`src/rtl/dbus_periph_bridge.sv`:
```
// Data-bus bridge between the core's data-memory port, the external data RAM
// and a small peripheral block (GPIO, 64-bit cycle timer, UART TX with FIFO).
// Reads return combinationally so the core's MEM stage timing is unchanged.
//
// Bus handshake: ram_ce_i is a single-cycle access strobe with no ready/stall
// path. An access is presented for one cycle, writes take effect at the
// following rising edge, and read data is valid in that same cycle. There is
// no back-pressure; a push into a full UART FIFO is dropped and flagged.
module dbus_periph_bridge #(
    parameter logic [3:0] PERIPH_HI  = 4'h1,
    parameter int         CLK_DIV    = 434,
    parameter int         FIFO_DEPTH = 4,
    parameter int         GPIO_W     = 6
) (
    input  logic              clk,
    input  logic              rst,
    input  logic [31:0]       ram_addr_i,
    input  logic [31:0]       ram_data_i,
    input  logic              ram_we_i,
    input  logic [3:0]        ram_sel_i,
    input  logic              ram_ce_i,
    output logic [31:0]       ram_data_o,
    output logic [31:0]       dram_addr_o,
    output logic [31:0]       dram_data_o,
    output logic              dram_we_o,
    output logic [3:0]        dram_sel_o,
    output logic              dram_ce_o,
    input  logic [31:0]       dram_data_i,
    output logic [GPIO_W-1:0] gpio_o,
    output logic              uart_tx_o
);

    localparam int PTR_W  = $clog2(FIFO_DEPTH);
    localparam int CNT_W  = PTR_W + 1;
    localparam int BAUD_W = $clog2(CLK_DIV);

    localparam logic [BAUD_W-1:0] BAUD_LAST = BAUD_W'(CLK_DIV - 1);
    localparam logic [CNT_W-1:0]  CNT_FULL  = CNT_W'(FIFO_DEPTH);

    localparam logic [1:0] ST_IDLE  = 2'd0;
    localparam logic [1:0] ST_START = 2'd1;
    localparam logic [1:0] ST_DATA  = 2'd2;
    localparam logic [1:0] ST_STOP  = 2'd3;

    localparam logic [7:0] OFF_GPIO = 8'h00;
    localparam logic [7:0] OFF_UTX  = 8'h04;
    localparam logic [7:0] OFF_STAT = 8'h08;
    localparam logic [7:0] OFF_TLO  = 8'h0C;
    localparam logic [7:0] OFF_THI  = 8'h10;

    logic              periph_hit;
    logic              periph_wr;
    logic              periph_rd;
    logic [7:0]        offset;
    logic [31:0]       periph_rdata;

    logic [GPIO_W-1:0] gpio_q;
    logic [63:0]       timer_q;
    logic [31:0]       shadow_q;

    logic [7:0]        fifo_mem [FIFO_DEPTH];
    logic [PTR_W-1:0]  rd_ptr_q;
    logic [PTR_W-1:0]  wr_ptr_q;
    logic [CNT_W-1:0]  count_q;
    logic              ovf_q;

    logic [1:0]        state_q;
    logic [BAUD_W-1:0] baud_q;
    logic [2:0]        bit_q;
    logic [7:0]        shift_q;

    logic              fifo_empty;
    logic              fifo_full;
    logic              baud_done;
    logic              push_req;
    logic              push_ok;
    logic              pop;
    logic              busy;

    // Address decode and RAM passthrough
    assign periph_hit  = ram_ce_i & (ram_addr_i[31:28] == PERIPH_HI);
    assign dram_ce_o   = ram_ce_i & ~periph_hit & ~rst;
    assign dram_we_o   = ram_we_i & dram_ce_o;
    assign dram_addr_o = ram_addr_i;
    assign dram_data_o = ram_data_i;
    assign dram_sel_o  = ram_sel_i;

    assign offset    = ram_addr_i[7:0];
    assign periph_wr = periph_hit & ram_we_i;
    assign periph_rd = periph_hit & ~ram_we_i;

    // FIFO / UART control terms; a pop frees a slot for a same-edge push
    assign fifo_empty = (count_q == '0);
    assign fifo_full  = (count_q == CNT_FULL);
    assign baud_done  = (baud_q == BAUD_LAST);
    assign busy       = (state_q != ST_IDLE);
    assign push_req   = periph_wr & (offset == OFF_UTX) & ram_sel_i[0];
    assign pop        = ~fifo_empty &
                        ((state_q == ST_IDLE) | ((state_q == ST_STOP) & baud_done));
    assign push_ok    = push_req & (~fifo_full | pop);

    // Peripheral register read mux
    always_comb begin
        periph_rdata = '0;
        case (offset)
            OFF_GPIO: periph_rdata = 32'(gpio_q);
            OFF_STAT: periph_rdata = {28'd0, ovf_q, busy, fifo_empty, fifo_full};
            OFF_TLO:  periph_rdata = timer_q[31:0];
            OFF_THI:  periph_rdata = shadow_q;
            default:  periph_rdata = '0;
        endcase
    end

    // Core read data: RAM, peripheral, or zero (also zero during reset)
    always_comb begin
        ram_data_o = '0;
        if (!rst) begin
            if (dram_ce_o)
                ram_data_o = dram_data_i;
            else if (periph_rd)
                ram_data_o = periph_rdata;
        end
    end

    // GPIO register, low byte lane only
    always_ff @(posedge clk) begin
        if (rst)
            gpio_q <= '0;
        else if (periph_wr && offset == OFF_GPIO && ram_sel_i[0])
            gpio_q <= ram_data_i[GPIO_W-1:0];
    end

    assign gpio_o = gpio_q;

    // Free-running timer; a TIMER_LO read snapshots the high word for TIMER_HI
    always_ff @(posedge clk) begin
        if (rst) begin
            timer_q  <= '0;
            shadow_q <= '0;
        end else begin
            if (periph_wr && offset == OFF_TLO)
                timer_q <= '0;
            else
                timer_q <= timer_q + 64'd1;
            if (periph_rd && offset == OFF_TLO)
                shadow_q <= timer_q[63:32];
        end
    end

    // FIFO storage (pointers carry the reset, the array does not need one)
    always_ff @(posedge clk) begin
        if (push_ok)
            fifo_mem[wr_ptr_q] <= ram_data_i[7:0];
    end

    // FIFO pointers, occupancy and sticky overflow flag
    always_ff @(posedge clk) begin
        if (rst) begin
            rd_ptr_q <= '0;
            wr_ptr_q <= '0;
            count_q  <= '0;
            ovf_q    <= 1'b0;
        end else begin
            if (push_ok)
                wr_ptr_q <= wr_ptr_q + PTR_W'(1);
            if (pop)
                rd_ptr_q <= rd_ptr_q + PTR_W'(1);
            if (push_ok && !pop)
                count_q <= count_q + CNT_W'(1);
            else if (pop && !push_ok)
                count_q <= count_q - CNT_W'(1);
            if (periph_wr && offset == OFF_STAT)
                ovf_q <= 1'b0;
            else if (push_req && !push_ok)
                ovf_q <= 1'b1;
        end
    end

    // UART 8N1 transmitter FSM; baud counter restarts on every state change
    always_ff @(posedge clk) begin
        if (rst) begin
            state_q <= ST_IDLE;
            baud_q  <= '0;
            bit_q   <= '0;
            shift_q <= '0;
        end else begin
            case (state_q)
                ST_IDLE: begin
                    baud_q <= '0;
                    if (pop) begin
                        shift_q <= fifo_mem[rd_ptr_q];
                        state_q <= ST_START;
                    end
                end
                ST_START: begin
                    if (baud_done) begin
                        baud_q  <= '0;
                        bit_q   <= '0;
                        state_q <= ST_DATA;
                    end else begin
                        baud_q <= baud_q + BAUD_W'(1);
                    end
                end
                ST_DATA: begin
                    if (baud_done) begin
                        baud_q  <= '0;
                        shift_q <= {1'b0, shift_q[7:1]};
                        if (bit_q == 3'd7)
                            state_q <= ST_STOP;
                        else
                            bit_q <= bit_q + 3'd1;
                    end else begin
                        baud_q <= baud_q + BAUD_W'(1);
                    end
                end
                default: begin
                    if (baud_done) begin
                        baud_q <= '0;
                        if (pop) begin
                            shift_q <= fifo_mem[rd_ptr_q];
                            state_q <= ST_START;
                        end else begin
                            state_q <= ST_IDLE;
                        end
                    end else begin
                        baud_q <= baud_q + BAUD_W'(1);
                    end
                end
            endcase
        end
    end

    // Serial line level follows the current FSM state
    always_comb begin
        uart_tx_o = 1'b1;
        case (state_q)
            ST_START: uart_tx_o = 1'b0;
            ST_DATA:  uart_tx_o = shift_q[0];
            default:  uart_tx_o = 1'b1;
        endcase
    end

endmodule

```
`config.mk`:
```
export PLATFORM = sky130hd
export DESIGN_NAME = dbus_periph_bridge
export DESIGN_NICKNAME = d
export VERILOG_FILES = /design/src/rtl/dbus_periph_bridge.sv
export SDC_FILE = /design/constraint.sdc
export NUM_CORES = 1
export LEC_CHECK = 0
export BUFFER_PORTS_ARGS = -buffer_cell sky130_fd_sc_hd__buf_2
export CAP_MARGIN = 20
export CORE_MARGIN = 2
export CORE_UTILIZATION = 57
export DETAILED_ROUTE_END_ITERATION = 10
export PLACE_DENSITY = 0.92
export SETUP_SLACK_MARGIN = 0.3
export SLEW_MARGIN = 20
export SYNTH_ARGS = -nofsm -noshare
export SYNTH_HDL_FRONTEND = slang
export SYNTH_SLANG_ARGS = --single-unit
export TNS_END_PERCENT = 100
```
`constraint.sdc`:
```
create_clock -name clk -period 9.15 [get_ports clk]
set_clock_uncertainty 0.15 [all_clocks]
set_input_delay 1.83 -clock clk [delete_from_list [all_inputs] [get_ports clk]]
set_output_delay 1.83 -clock clk [all_outputs]
set_load 0.02 [all_outputs]
```
==> flow_summary.yaml <==
drt:
  routed-via-count: 7101
  antenna_left: 0
  wire_per_inst_um: 17.1
  drc: 0
  dr.pass1.iters: 5
  finalWirelength_um: 20300
  drt-initial-drc-count: 642
  avgViaCountPerCell: 6.00
power_and_ir_drop:
  power_density_mw_per_mm2: 195
  p_leak_nw: 3.25
  ir_drop_uv: 147
die:
  dieArea_mm2: 0.0158
  num_rows: 44
  die_h_um: 126
  die_w_um: 126
  initial_utilization_pct: 58.3
  ios: 213
  placeableCoreArea_mm2: 0.0145
timing:
  fin_setup_tns_ns: 0
  hold_viol_final: 0
  rsz0062_at_grt: "no"
  final-setup-viol-count: 0
  worstMarginPinSlew_ns: 1.01
  clock.fmax_mhz: 168
  relSlewSlack_pct: 32.7
  final.min_clock_period_ns: 5.97
  fin_crit_sh_pct: 65.2
  drv_slew: 0
  hold_slack_ns: 0.303
setup_path:
  crit_type: "input pin to primary output"
  slowest_stage: "nor3b_2"
  worstPathArrival_ns: 3.99
  crit_cells: 7
  crit_buf_inv: 4
  worstReg2RegEnd: "count_q[2]"
  cp_slowest_stage_delay_ns: 0.91
  reg2reg_from: "state_q[0]"
  setup.worst_path.start_class: "input pin"
  cp-end-kind: "primary output"
  r2r_setup_slack_ns: 5.94
  required_ns: 7.17
  r2r_cells: 11
  critPathTopFamily: "buffers and inverters"
  cp_max_fo: 64
  cp_cell_sequence: "buf_2 > buf_4 > nor3b_2 > buf_4 > nand2_1 > o21ai_0 > buf_2"
clocking:
  cts.path.max_buffers: 2
  cts_htree_levels: 4
  clk_pin_slew_worst_paths_ns: 0.06
  cts-buffers-inserted: 17
  root_buffer: "clkbuf_16"
  cts_tree: "built"
  clock-sinks: 166
  hold_buffers: 0
  clk_latency_ns: 0.43
  cts_setup_buffers: 0
  post_cts_resized: 0
synth:
  synthCells: 960
  ys_warn_count: 0
  yosys.cell_types.count: 57
  synth.top_cell.area_share_pct: 31.7
  yosys-top-cells-area: "dfxtp_1 32%, edfxtp_1 11%, nand2_1 6.3%, buf_4 6.0%, nor2_1 4.3%"
  synth_top_cell_by_area: "dfxtp_1"
  syn_nets: 1079
  syn_area_per_cell_um2: 8.82
  synth_edf_count: 32
  synth_top_flop_cell: "dfxtp_1"
  ys_seq_area_share_pct: 43.0
  synth_area_mm2: 0.00847
  async_reset_ff_share_pct: 0
  ys_seq_elements: 166
run:
  maxCapViolations: 0
worst_hold_path:
  hold_end: "shadow_q[16]"
  hold_path.class: "flip-flop to flip-flop"
  hold_path_depth: 2
  worstHoldStart: "shadow_q[16]"
layout:
  fillCellCount: 1168
  final_layout_size_suffix_gt1_share_pct: 19.2
  final_cell_mix: "141 x nand2_1, 134 x dfxtp_1, 118 x buf_2, 96 x nor2_1, 66 x a21oi_1"
  final_util_pct: 63.5
  layout.nets: 1106
  final_common_cell: "nand2_1"
  finalNonFillerCells: 1183
  area_delta_synth_final_pct: 8.98
  diodes: 0
  finalInstanceArea_mm2: 0.00923
place:
  numPortBuffers: 118
  place_inst: 1152
  hpwl_um: 14000
  gp_congestion: 0.843
  postPlaceCellArea_mm2: 0.00864
grt:
  grt_pass1_vias: 6609
  grt_pass1_wl_um: 32900
  overflow: 0
  grt_max_degree: 65
  antenna_found_initial: 0
  grt_usage_pct: 25.7
run_status:
  status: "complete, no violations"
-- per-stage QoR --
step	worst slack (ns)	total power [mW]
after CTS	3.19	1.81
final	3.18	1.80
after detailed placement	3.20	1.12
after global routing	3.01	1.88
after floorplan	3.59	1.08
after global placement	3.21	1.10
-- synth_stat cells, drive strengths merged, types with 8 or more instances --
library cell and number:
a21oi 67, a22oi 29, buf 86, clkbuf 32, dfxtp 134, edfxtp 32, ha 14, inv 19
mux2i 14, mux4 8, nand2 142, nand2b 8, nand3 33, nand4 28, nor2 98, nor3 13
nor4 10, o21ai 40, o31ai 19, or3 8, or4 20, xnor2 20, xor2 28
-- final cells by class --
type	instances	area, um2	area share (%)
clock inverters	6	35.0	0.380
well taps	184	230	2.49
repair buffers	126	654	7.09
inverters	19	71.3	0.773
flip-flops and latches	166	3640	39.5
clock buffers	25	548	5.94
multi-input cells	657	4050	43.8
-- per-layer routing --
| metal | global-route usage (%) | vias to the layer above | wire [um] |
|---|---|---|---|
| met1 | 31.1 | 3343 | 8170 |
| met5 | 0 | - | 0 |
| met4 | 11.6 | 0 | 752 |
| met2 | 43.6 | 311 | 10000 |
| met3 | 5.99 | 59 | 1320 |
| li1 | - | 3388 | - |
-- worst reg2reg max path, cell delays in order, from the launching register on --
cell     delay, ns
dfxtp_1       0.38
inv_1         0.08
ha_1          0.30
or4b_2        0.65
a31oi_1       0.41
nor4_4        0.14
ha_1          0.27
inv_1         0.08
fa_1          0.17
xor2_1        0.08
or3_1         0.31
a21oi_1       0.13
-- flip-flops by register name, indices dropped and copies added (netlist names), named ones only --
signal    cells
timer_q      64
fifo_mem     32
shadow_q     32
baud_q        9
shift_q       8
gpio_o        6
bit_q         3
count_q       3
rd_ptr_q      2
state_q       2
wr_ptr_q      2
ovf_q         1
-- worst max-delay path by stage --
stage | startpoint | end | slack [ns]
after CTS | rst | ram_data_o[18] | 3.19
after global routing | rst | ram_data_o[18] | 3.01
after floorplan | ram_addr_i[3] | ram_data_o[21] | 3.59
after detailed placement | rst | ram_data_o[18] | 3.20
final | rst | ram_data_o[15] | 3.18
after global placement | rst | ram_data_o[11] | 3.21
-- cell families after synthesis --
logic type	count (synthesis)	share of synthesized area, %
simple gates	391	23.4
compound gates	181	13.0
flops	166	43.0
buf+inv	137	9.44
xor+xnor	48	4.97
mux	22	3.78
fa+ha+maj	15	2.31
-- where the power goes --
group          internal (mW)  switching (mW)
sequential             0.781          0.0387
combinational          0.118           0.171
clock                  0.413           0.280
Note: power is estimated with default switching activity, not from simulation.
